[src/rtl/ets_acq_controller.sv]
// ets_acq_controller: sequences one equivalent-time-sampling sweep around an 8-channel hit counter bank.
// For every delay point it clears the bank, lets the delay line settle, gates counting for
// cfg_window strobes, then streams the eight frozen counts over a valid/ready port.
// Ports: clk/reset (async active-high); start/abort control; cfg_window/cfg_points sweep config;
//   sample_strobe, adder_enable, adder_clr, cnt_in to the counter bank; delay_tap to the delay line;
//   busy/done status; rd_data/rd_chan/rd_valid/rd_ready/rd_last count stream.
// Optional: define ETS_HEADER_EN to prefix each point's burst with a header word carrying the
//   point index, flagged by the extra rd_hdr output.
module ets_acq_controller #(
    parameter int CNT_W      = 32,
    parameter int WIN_W      = 16,
    parameter int PT_W       = 10,
    parameter int SETTLE_CYC = 4
) (
    input  logic               clk,
    input  logic               reset,
    input  logic               start,
    input  logic               abort,
    input  logic [WIN_W-1:0]   cfg_window,
    input  logic [PT_W-1:0]    cfg_points,
    input  logic               sample_strobe,
    output logic               adder_enable,
    output logic               adder_clr,
    input  logic [8*CNT_W-1:0] cnt_in,
    output logic [PT_W-1:0]    delay_tap,
    output logic               busy,
    output logic               done,
    output logic [CNT_W-1:0]   rd_data,
    output logic [2:0]         rd_chan,
    output logic               rd_valid,
`ifdef ETS_HEADER_EN
    output logic               rd_hdr,
`endif
    input  logic               rd_ready,
    output logic               rd_last
);
`ifdef ETS_HEADER_EN
    localparam bit HDR = 1'b1;
`else
    localparam bit HDR = 1'b0;
`endif
    localparam int SW = $clog2(SETTLE_CYC + 1);

    typedef enum logic [2:0] {IDLE, CLEAR, SETTLE, ACQ, DRAIN, READ, NEXT, DONE} state_t;

    state_t           state_q, state_d;
    logic [WIN_W-1:0] win_q, win_d, smp_q, smp_d;
    logic [PT_W-1:0]  pts_q, pts_d, pt_q, pt_d;
    logic [SW-1:0]    set_q, set_d;
    logic [2:0]       chan_q, chan_d;
    logic             hdr_q, hdr_d;
    logic             take;

    assign take = rd_valid && rd_ready;

    always_comb begin
        state_d = state_q;
        win_d   = win_q;
        pts_d   = pts_q;
        smp_d   = smp_q;
        pt_d    = pt_q;
        set_d   = set_q;
        chan_d  = chan_q;
        hdr_d   = hdr_q;
        case (state_q)
            IDLE: if (start) begin
                win_d   = cfg_window == '0 ? WIN_W'(1) : cfg_window;
                pts_d   = cfg_points == '0 ? PT_W'(1) : cfg_points;
                pt_d    = '0;
                state_d = CLEAR;
            end
            CLEAR: begin
                smp_d   = '0;
                set_d   = '0;
                state_d = SETTLE;
            end
            SETTLE: begin
                set_d   = set_q + 1'b1;
                state_d = set_q == SW'(SETTLE_CYC - 1) ? ACQ : SETTLE;
            end
            // the strobe that reaches the window is itself enabled, then counting stops
            ACQ: if (sample_strobe) begin
                smp_d   = smp_q + 1'b1;
                state_d = smp_d == win_q ? DRAIN : ACQ;
            end
            DRAIN: begin
                chan_d  = '0;
                hdr_d   = HDR;
                state_d = READ;
            end
            READ: if (take) begin
                if (hdr_q) begin
                    hdr_d = 1'b0;
                end else if (chan_q == 3'd7) begin
                    chan_d  = '0;
                    state_d = NEXT;
                end else begin
                    chan_d = chan_q + 1'b1;
                end
            end
            NEXT: if (pt_q == pts_q - 1'b1) begin
                state_d = DONE;
            end else begin
                pt_d    = pt_q + 1'b1;
                state_d = CLEAR;
            end
            DONE: state_d = IDLE;
            default: state_d = IDLE;
        endcase
        if (abort && state_q != IDLE) begin
            state_d = IDLE;
            chan_d  = '0;
            hdr_d   = 1'b0;
        end
    end

    always_ff @(posedge clk or posedge reset) begin
        if (reset) begin
            state_q <= IDLE;
            win_q   <= '0;
            pts_q   <= '0;
            smp_q   <= '0;
            pt_q    <= '0;
            set_q   <= '0;
            chan_q  <= '0;
            hdr_q   <= 1'b0;
        end else begin
            state_q <= state_d;
            win_q   <= win_d;
            pts_q   <= pts_d;
            smp_q   <= smp_d;
            pt_q    <= pt_d;
            set_q   <= set_d;
            chan_q  <= chan_d;
            hdr_q   <= hdr_d;
        end
    end

    // abort clears the bank and withdraws any offered word in the same cycle
    assign busy         = state_q != IDLE;
    assign done         = state_q == DONE;
    assign adder_clr    = state_q == CLEAR || (abort && busy);
    assign adder_enable = state_q == ACQ && sample_strobe && !abort;
    assign rd_valid     = state_q == READ && !abort;
    assign rd_chan      = chan_q;
    assign rd_last      = rd_valid && !hdr_q && chan_q == 3'd7;
    assign delay_tap    = pt_q;
    assign rd_data      = !rd_valid ? '0 : hdr_q ? CNT_W'(pt_q) : cnt_in[int'(chan_q) * CNT_W +: CNT_W];
`ifdef ETS_HEADER_EN
    assign rd_hdr       = rd_valid && hdr_q;
`endif
endmodule

[config.mk]
export PLATFORM = sky130hd
export DESIGN_NAME = ets_acq_controller
export DESIGN_NICKNAME = d
export VERILOG_FILES = /design/src/rtl/ets_acq_controller.sv
export SDC_FILE = /design/constraint.sdc
export NUM_CORES = 1
export LEC_CHECK = 0
export ABC_AREA = 1
export ABC_CLOCK_PERIOD_IN_PS = 1700
export CORE_MARGIN = 8
export CORE_UTILIZATION = 36
export DETAILED_ROUTE_END_ITERATION = 6
export GPL_TIMING_DRIVEN = 0
export HOLD_SLACK_MARGIN = 0.05
export PLACE_DENSITY = 0.89
export SETUP_SLACK_MARGIN = 0.4
export SLEW_MARGIN = 40
export SYNTH_ARGS = -nofsm -noshare
export SYNTH_HDL_FRONTEND = slang
export SYNTH_SLANG_ARGS = --single-unit
[constraint.sdc]
create_clock -name clk -period 1.7 [get_ports clk]
set_input_delay 0.17 -clock clk [delete_from_list [all_inputs] [get_ports clk]]
set_output_delay 0.17 -clock clk [all_outputs]
set_load 0.03 [all_outputs]
==> flow_summary.yaml, run 1 <==
timing:
  final_min_period_over_clock_period: 1.39
  fin_hold_ws_ns: 0.160
  worst-slew-pin-transition_ns: 0.569
  slew_violations: 0
  slew_headroom: 0.617
  rsz0062_at_grt: "true"
  clock_skew_ns: 0.0121
  report.final.setup_viol: 90
  timing.final.ws_setup_ns: -0.659
  period_needed_ns: 2.36
  number_of_failing_hold_endpoints_at_the_final_stage: 0
  fmaxAchievable_mhz: 424
drt:
  drt_drc_violations_left: 2
  routed_via_count_divided_by_cell_count: 6.02
  initialDrtViolationCount: 1049
  via_count: 10055
  routed_wl_um: 41600
  final_antenna_net_count: 0
  wl_per_cell_um: 24.9
  drt_pre_antenna_iters: 7
grt:
  globalRoute.totalOverflow: 0
  all_layer_global_routing_usage: 0.320
  first_global_vias: 9258
  grt_antenna_before_repair: 3
  grt_pass1_wl_um: 50900
  pin_count_of_the_biggest_net_entering_global_routing: 26
worst_setup_path:
  arrival_ns: 2.59
  crit_path_end_kind: "register"
  number_of_cells_on_the_worst_reg_to_reg_path: 13
  critPathRequiredTime_ns: 1.93
  r2r-end: "state_q[0]"
  crit_path_start_kind: "register"
  setup.reg_to_reg.worst_slack_ns: -0.66
  rr_startpoint: "smp_q[10]"
  critical_path_peak_fanout: 5
  setup.worst_path.class: "reg2reg"
power_and_ir_drop:
  power_per_cell_area_nw_per_um2: 760
  static-leakage-power_nw: 5.23
  max-vdd-ir-drop_mv: 0.809
final_layout:
  drive_gt1_frac: 0.320
  fillCellCount: 1014
  multi_input_comb_area_um2: 5210
  most_frequent_standard_cell_in_the_layout_excluding_fill_and_tap_cells: "sky130_fd_sc_hd__clkdlybuf4s50_1"
  finish.net_count: 1739
  area_growth_pct: 116
  seq_area_um2: 1540
  top_library_cells_by_usage_in_the_layout_fill_and_taps_aside: "287 x sky130_fd_sc_hd__clkdlybuf4s50_1, 204 x sky130_fd_sc_hd__nor2_1, 133 x sky130_fd_sc_hd__nand2_1"
clock_tree:
  path_clk_slew_ns: 0.06
  htreeDepth: 3
  tritoncts: "done"
  clockRootBuffer: "sky130_fd_sc_hd__clkbuf_16"
  numCtsBuffers: 9
  cts_buffer_depth: 2
  clk-insertion-delay-late_ns: 0.35
  cts_hold_buffers: 0
  cts.sinks: 61
synthesis:
  postSynth.asyncResetShare: 1.00
  synth_edf_count: 0
  seq_area_frac_synth: 0.257
  synth.ff_latch_count: 61
  syn_avg_cell_area_um2: 5.92
  yosys.cell_types.count: 33
  yosysWarnings: 0
  synthCells: 1002
  cell_area_after_technology_mapping_um2: 5930
  synth_ff_type: "sky130_fd_sc_hd__dfrtp_1"
  synth.net_count: 1297
placed_design:
  placement.io_buffers: 338
  detailed_place_hpwl_um: 27000
  pre_cts_slack_ns: -0.945
  gp_routability_congestion: 0.954
floorplan:
  floorplan.io_pins: 339
  fp.dieH_um: 144
  floorplan.die.width_um: 144
  std_cell_rows: 47
  fp.dieArea_um2: 20800
  effective_utilization_at_floorplan: 0.363
  floorplan.core_area_um2: 16300
run_status:
  run_status: "complete, but fails checks"
  violated_checks: "design-rule violations, negative setup slack"
worst_hold_path:
  hp-class: "in2async"
run:
  maxCapViolCount: 0
-- state kept, by name, indices dropped and copies added (netlist names) --
signal and count:
delay_tap 10, rd_chan 3, state_q 3, set_q 3, pts_q 10, smp_q 16
win_q 16
-- worst max-delay path, stage by stage (launching register included) --
cell                      delay, ns
sky130_fd_sc_hd__dfrtp_1       0.58
sky130_fd_sc_hd__nand2_1       0.16
sky130_fd_sc_hd__nor2_1        0.29
sky130_fd_sc_hd__nand4_1       0.20
sky130_fd_sc_hd__nand2_1       0.14
sky130_fd_sc_hd__nand2_1       0.09
sky130_fd_sc_hd__nand2_1       0.11
sky130_fd_sc_hd__nand2_2       0.09
sky130_fd_sc_hd__nor2_4        0.20
sky130_fd_sc_hd__nand3_2       0.09
sky130_fd_sc_hd__nand2_2       0.09
sky130_fd_sc_hd__nand2_1       0.05
sky130_fd_sc_hd__nand2_1       0.08
sky130_fd_sc_hd__nand2_1       0.07
-- power breakdown --
part           switching (mW)  internal [mW]  leakage (nW)  total (mW)
sequential              0.318           1.80         0.789        2.12
clock                   0.771           1.44         0.166        2.21
combinational            2.83           2.60          4.27        5.43
total                    3.92           5.84          5.23        9.75
-- worst max path at each step --
| stage | from | to | slack, ns | cells past startpoint |
|---|---|---|---|---|
| global route | smp_q[10] | state_q[0] | -0.68 | 13 |
| global placement | rd_chan[0] | rd_data[28] | -0.93 | 6 |
| detailed placement | rd_chan[0] | rd_data[28] | -0.94 | 6 |
| CTS | rd_chan[0] | rd_data[29] | -0.53 | 9 |
| floorplan | pts_q[0] | delay_tap[0] | -0.12 | 14 |
| finish | smp_q[10] | state_q[0] | -0.66 | 13 |
-- cells in the mapped netlist (8+ instances only) --
| master | number | share of area |
|---|---|---|
| sky130_fd_sc_hd__dfrtp_1 | 61 | 0.26 |
| sky130_fd_sc_hd__a31oi_1 | 32 | 0.034 |
| sky130_fd_sc_hd__nor4_1 | 8 | 0.0084 |
| sky130_fd_sc_hd__nand3_1 | 51 | 0.043 |
| sky130_fd_sc_hd__nand4_1 | 12 | 0.013 |
| sky130_fd_sc_hd__nand2_1 | 157 | 0.099 |
| sky130_fd_sc_hd__nor2_1 | 235 | 0.15 |
| sky130_fd_sc_hd__o21ai_0 | 197 | 0.17 |
| sky130_fd_sc_hd__clkbuf_1 | 50 | 0.032 |
| sky130_fd_sc_hd__xor2_1 | 13 | 0.019 |
| sky130_fd_sc_hd__o22ai_1 | 42 | 0.044 |
| sky130_fd_sc_hd__inv_1 | 77 | 0.049 |
-- layer usage --
metal,part of all wire,vias up,GRT usage
met1,0.33,4625,0.355
met3,0.12,270,0.0789
met4,0.063,4,0.145
li1,-,4273,-
met2,0.49,883,0.566
met5,0.00065,-,0
-- repair_timing --
| item | in CTS | in global routing |
|---|---|---|
| gates cloned | 6 | 5 |
| endpoints found under the setup margin | 111 | 107 |
| buffers inserted | 39 | 41 |
| pin swaps | 32 | 77 |
| gates resized for setup | 408 | 279 |
-- per-stage QoR --
step / cell area, um2 / power [mW] / instances / TNS (ns) / utilization
detailed placement: 10500 / 5.13 / 1562 / -32.65 / 0.640
global route: 12800 / 10.1 / 1670 / -36.00 / 0.786
finish: 12800 / 9.75 / 1670 / -30.57 / 0.786
CTS: 11600 / 7.90 / 1623 / -18.93 / 0.709
global placement: 10400 / 5.02 / 1560 / -32.05 / 0.637
floorplan: 6760 / 3.86 / 1002 / -0.752 / -
-- cell type report --
type                            count  share of cell area
Antenna cell                        1            0.000195
Inverter                           80              0.0268
Sequential cell                    61               0.120
Clock inverter                      7             0.00965
Multi-Input combinational cell    800               0.406
Buffer                             61              0.0512
Clock buffer                        9              0.0175
Timing Repair Buffer              431               0.348
Tap cell                          220              0.0214
-- cell families (layout without fill, tap and decap cells) --
family / Yosys count / count (layout) / synth area share
other: 0 / 1 / 0
buffers and inverters: 141 / 588 / 0.0913
adders and majority gates: 7 / 7 / 0.0148
and+or+nand+nor: 487 / 487 / 0.340
xor gates and xnor gates: 21 / 21 / 0.0361
DFF: 61 / 61 / 0.257
AOI/OAI and AO/OA: 285 / 285 / 0.261
Note: power is estimated with default switching activity, not from simulation.
==> inputs of run 2 (changes only) <==
PLACE_DENSITY = default   (was 0.89)
PLACE_DENSITY_LB_ADDON = 0.12   (was default)
==> run 2 against run 1 <==
Compared with the run above:
- fmax rose by 5.9%
- largest power group unchanged
- the run ends with negative setup slack left
- clock skew fell by 0.0041 ns
- largest cell class unchanged
- flip-flop and latch count did not move
- sequential share of layout area fell by 0.31 points
- setup slack improved by 0.13 ns
- sequential power fell by 2%
- non-clock buffer count fell by 10
- die area did not move
==> flow_summary.yaml, run 2 (synthesis results as in run 1) <==
run_status:
  run_status: "complete, but fails checks"
  violated_checks: "negative setup slack"
worst_setup_path:
  arrival_ns: 2.06
  setup.worst_path.class: "reg2out"
  path_cells: "inv_4 > buf_12 > clkbuf_16 > nor2_2 > o22ai_1 > o21ai_1 > a31oi_2 > buf_6"
  crit_buf_inv: 4
  crit_path_end_kind: "output pin"
  critPathMaxStageDelay_ns: 0.49
  critical_path_peak_fanout: 9
  crit_path_start_kind: "register"
  critPathRequiredTime_ns: 1.53
  crit_path_top_delay_cell: "sky130_fd_sc_hd__dfrtp_2"
  crit_family: "buffers and inverters"
clock_tree:
  clockRootBuffer: "sky130_fd_sc_hd__clkbuf_16"
  cts_buffer_depth: 2
  cts_hold_buffers: 0
  clk-insertion-delay-late_ns: 0.34
  numCtsBuffers: 9
  tritoncts: "done"
  htreeDepth: 3
  path_clk_slew_ns: 0.05
  cts.sinks: 61
final_layout:
  top_library_cells_by_usage_in_the_layout_fill_and_taps_aside: "287 x sky130_fd_sc_hd__clkdlybuf4s50_1, 184 x sky130_fd_sc_hd__nor2_1, 117 x sky130_fd_sc_hd__nand2_1"
  finish.net_count: 1729
  most_frequent_standard_cell_in_the_layout_excluding_fill_and_tap_cells: "sky130_fd_sc_hd__clkdlybuf4s50_1"
  area_growth_pct: 122
  finalInstanceArea_um2: 13200
  post-route-util: 0.806
  drive_gt1_frac: 0.348
  top_regs: "smp_q: 16 flops, win_q: 16 flops"
placed_design:
  placement.cell_area_um2: 10500
  gp_routability_congestion: 0.987
  detailed_place_hpwl_um: 26600
  placement.io_buffers: 338
power_and_ir_drop:
  max-vdd-ir-drop_mv: 0.642
  totalPowerFinal_mw: 8.88
  power_per_cell_area_nw_per_um2: 673
  static-leakage-power_nw: 5.29
drt:
  routed_wl_um: 37800
  routed_via_count_divided_by_cell_count: 5.59
  final_antenna_net_count: 0
  wl_per_cell_um: 22.8
  initialDrtViolationCount: 783
  drt_pre_antenna_iters: 5
  drt_drc_violations_left: 0
  via_count: 9296
floorplan:
  fp.dieArea_um2: 20800
  floorplan.io_pins: 339
  fp.dieH_um: 144
  floorplan.die.width_um: 144
  floorplan.core_area_um2: 16300
  effective_utilization_at_floorplan: 0.363
  std_cell_rows: 47
timing:
  number_of_failing_hold_endpoints_at_the_final_stage: 0
  worst-slew-pin-transition_ns: 0.468
  fin_hold_ws_ns: 0.192
  fmaxAchievable_mhz: 449
  slew_violations: 0
  period_needed_ns: 2.23
  final_min_period_over_clock_period: 1.31
  timing.final.ws_setup_ns: -0.528
  rsz0062_at_grt: "true"
  clock_skew_ns: 0.00801
  fin_tns_setup_ns: -24.37
  slew_headroom: 0.685
  report.final.setup_viol: 91
grt:
  grt_pass1_wl_um: 49800
  all_layer_global_routing_usage: 0.315
  globalRoute.totalOverflow: 0
  pin_count_of_the_biggest_net_entering_global_routing: 25
  grt_antenna_before_repair: 4
  first_global_vias: 8932
run:
  maxCapViolCount: 0
worst_hold_path:
  hp-class: "in2async"
==> run 2: changes by cell type in the layout (fill, tap and decap cells not counted), sizes merged <==
cell,previous run,this run
clkdlybuf4s15,8,5
clkinv,5,4
inv,77,78
buf,149,143
diode,1,5
bufinv,3,1
==> run 2: power breakdown <==
part	switching [mW]	internal, mW
Sequential	0.280	1.80
Clock	0.692	1.12
Combinational	2.52	2.47
Total	3.49	5.39
==> run 2: what timing repair did <==
| item | in CTS | in global routing |
|---|---|---|
| setup buffers | 28 | 34 |
| endpoints found under the setup margin | 110 | 106 |
| resized for setup | 502 | 297 |
| pin swaps | 40 | 77 |
| gates cloned | 7 | 12 |
==> run 2: path summary, 6_finish.rpt <==
kind                                 to  cells after the start  slack, ns           start
min in group clk              win_q[14]                      3       0.43  cfg_window[14]
min                            pts_q[1]                      2       0.19           reset
max reg2reg                delay_tap[9]                     14      -0.44        pts_q[0]
min reg2reg                    set_q[0]                      1       0.51        set_q[0]
max                          rd_data[1]                      8      -0.53      rd_chan[0]
max in group asynchronous    rd_chan[0]                      3       1.04           reset
==> run 2: layout make-up <==
cell class,instances,area [um2]
plain buffers,61,757
well taps,220,275
clock buffers,10,229
multi-input cells,800,5490
clock inverters,5,52.6
flip-flops and latches,61,1540
inverters,80,344
fillers,1119,3160
repair buffers,421,4490
diodes,5,12.5
==> run 2: worst register-to-register path: stages, from the launching register on <==
cell and delay (ns):
sky130_fd_sc_hd__dfrtp_1 0.39, sky130_fd_sc_hd__inv_2 0.10, sky130_fd_sc_hd__ha_4 0.21, sky130_fd_sc_hd__xnor2_2 0.13, sky130_fd_sc_hd__nor2_2 0.12, sky130_fd_sc_hd__nand2_1 0.06, sky130_fd_sc_hd__nor2_1 0.08, sky130_fd_sc_hd__nand3_1 0.12
sky130_fd_sc_hd__nor2_2 0.20, sky130_fd_sc_hd__nand3_2 0.13, sky130_fd_sc_hd__nand2_4 0.12, sky130_fd_sc_hd__nand2_8 0.08, sky130_fd_sc_hd__buf_8 0.14, sky130_fd_sc_hd__nand3b_1 0.08, sky130_fd_sc_hd__nand2_1 0.06
==> run 2: through the flow <==
stage / cells / worst slack (ns)
2_1_floorplan: 1002 / -0.118
3_3_place_gp: 1560 / -0.805
3_5_place_dp: 1562 / -0.790
4_1_cts: 1612 / -0.492
5_1_grt: 1661 / -0.542
6_report: 1663 / -0.528
==> run 2: layer usage <==
layer	vias up	GRT usage	wire length [um]
met1	4320	0.351	13200
met3	147	0.0868	3510
met5	-	0	0
li1	4262	-	-
met2	567	0.549	19200
met4	0	0.142	1980
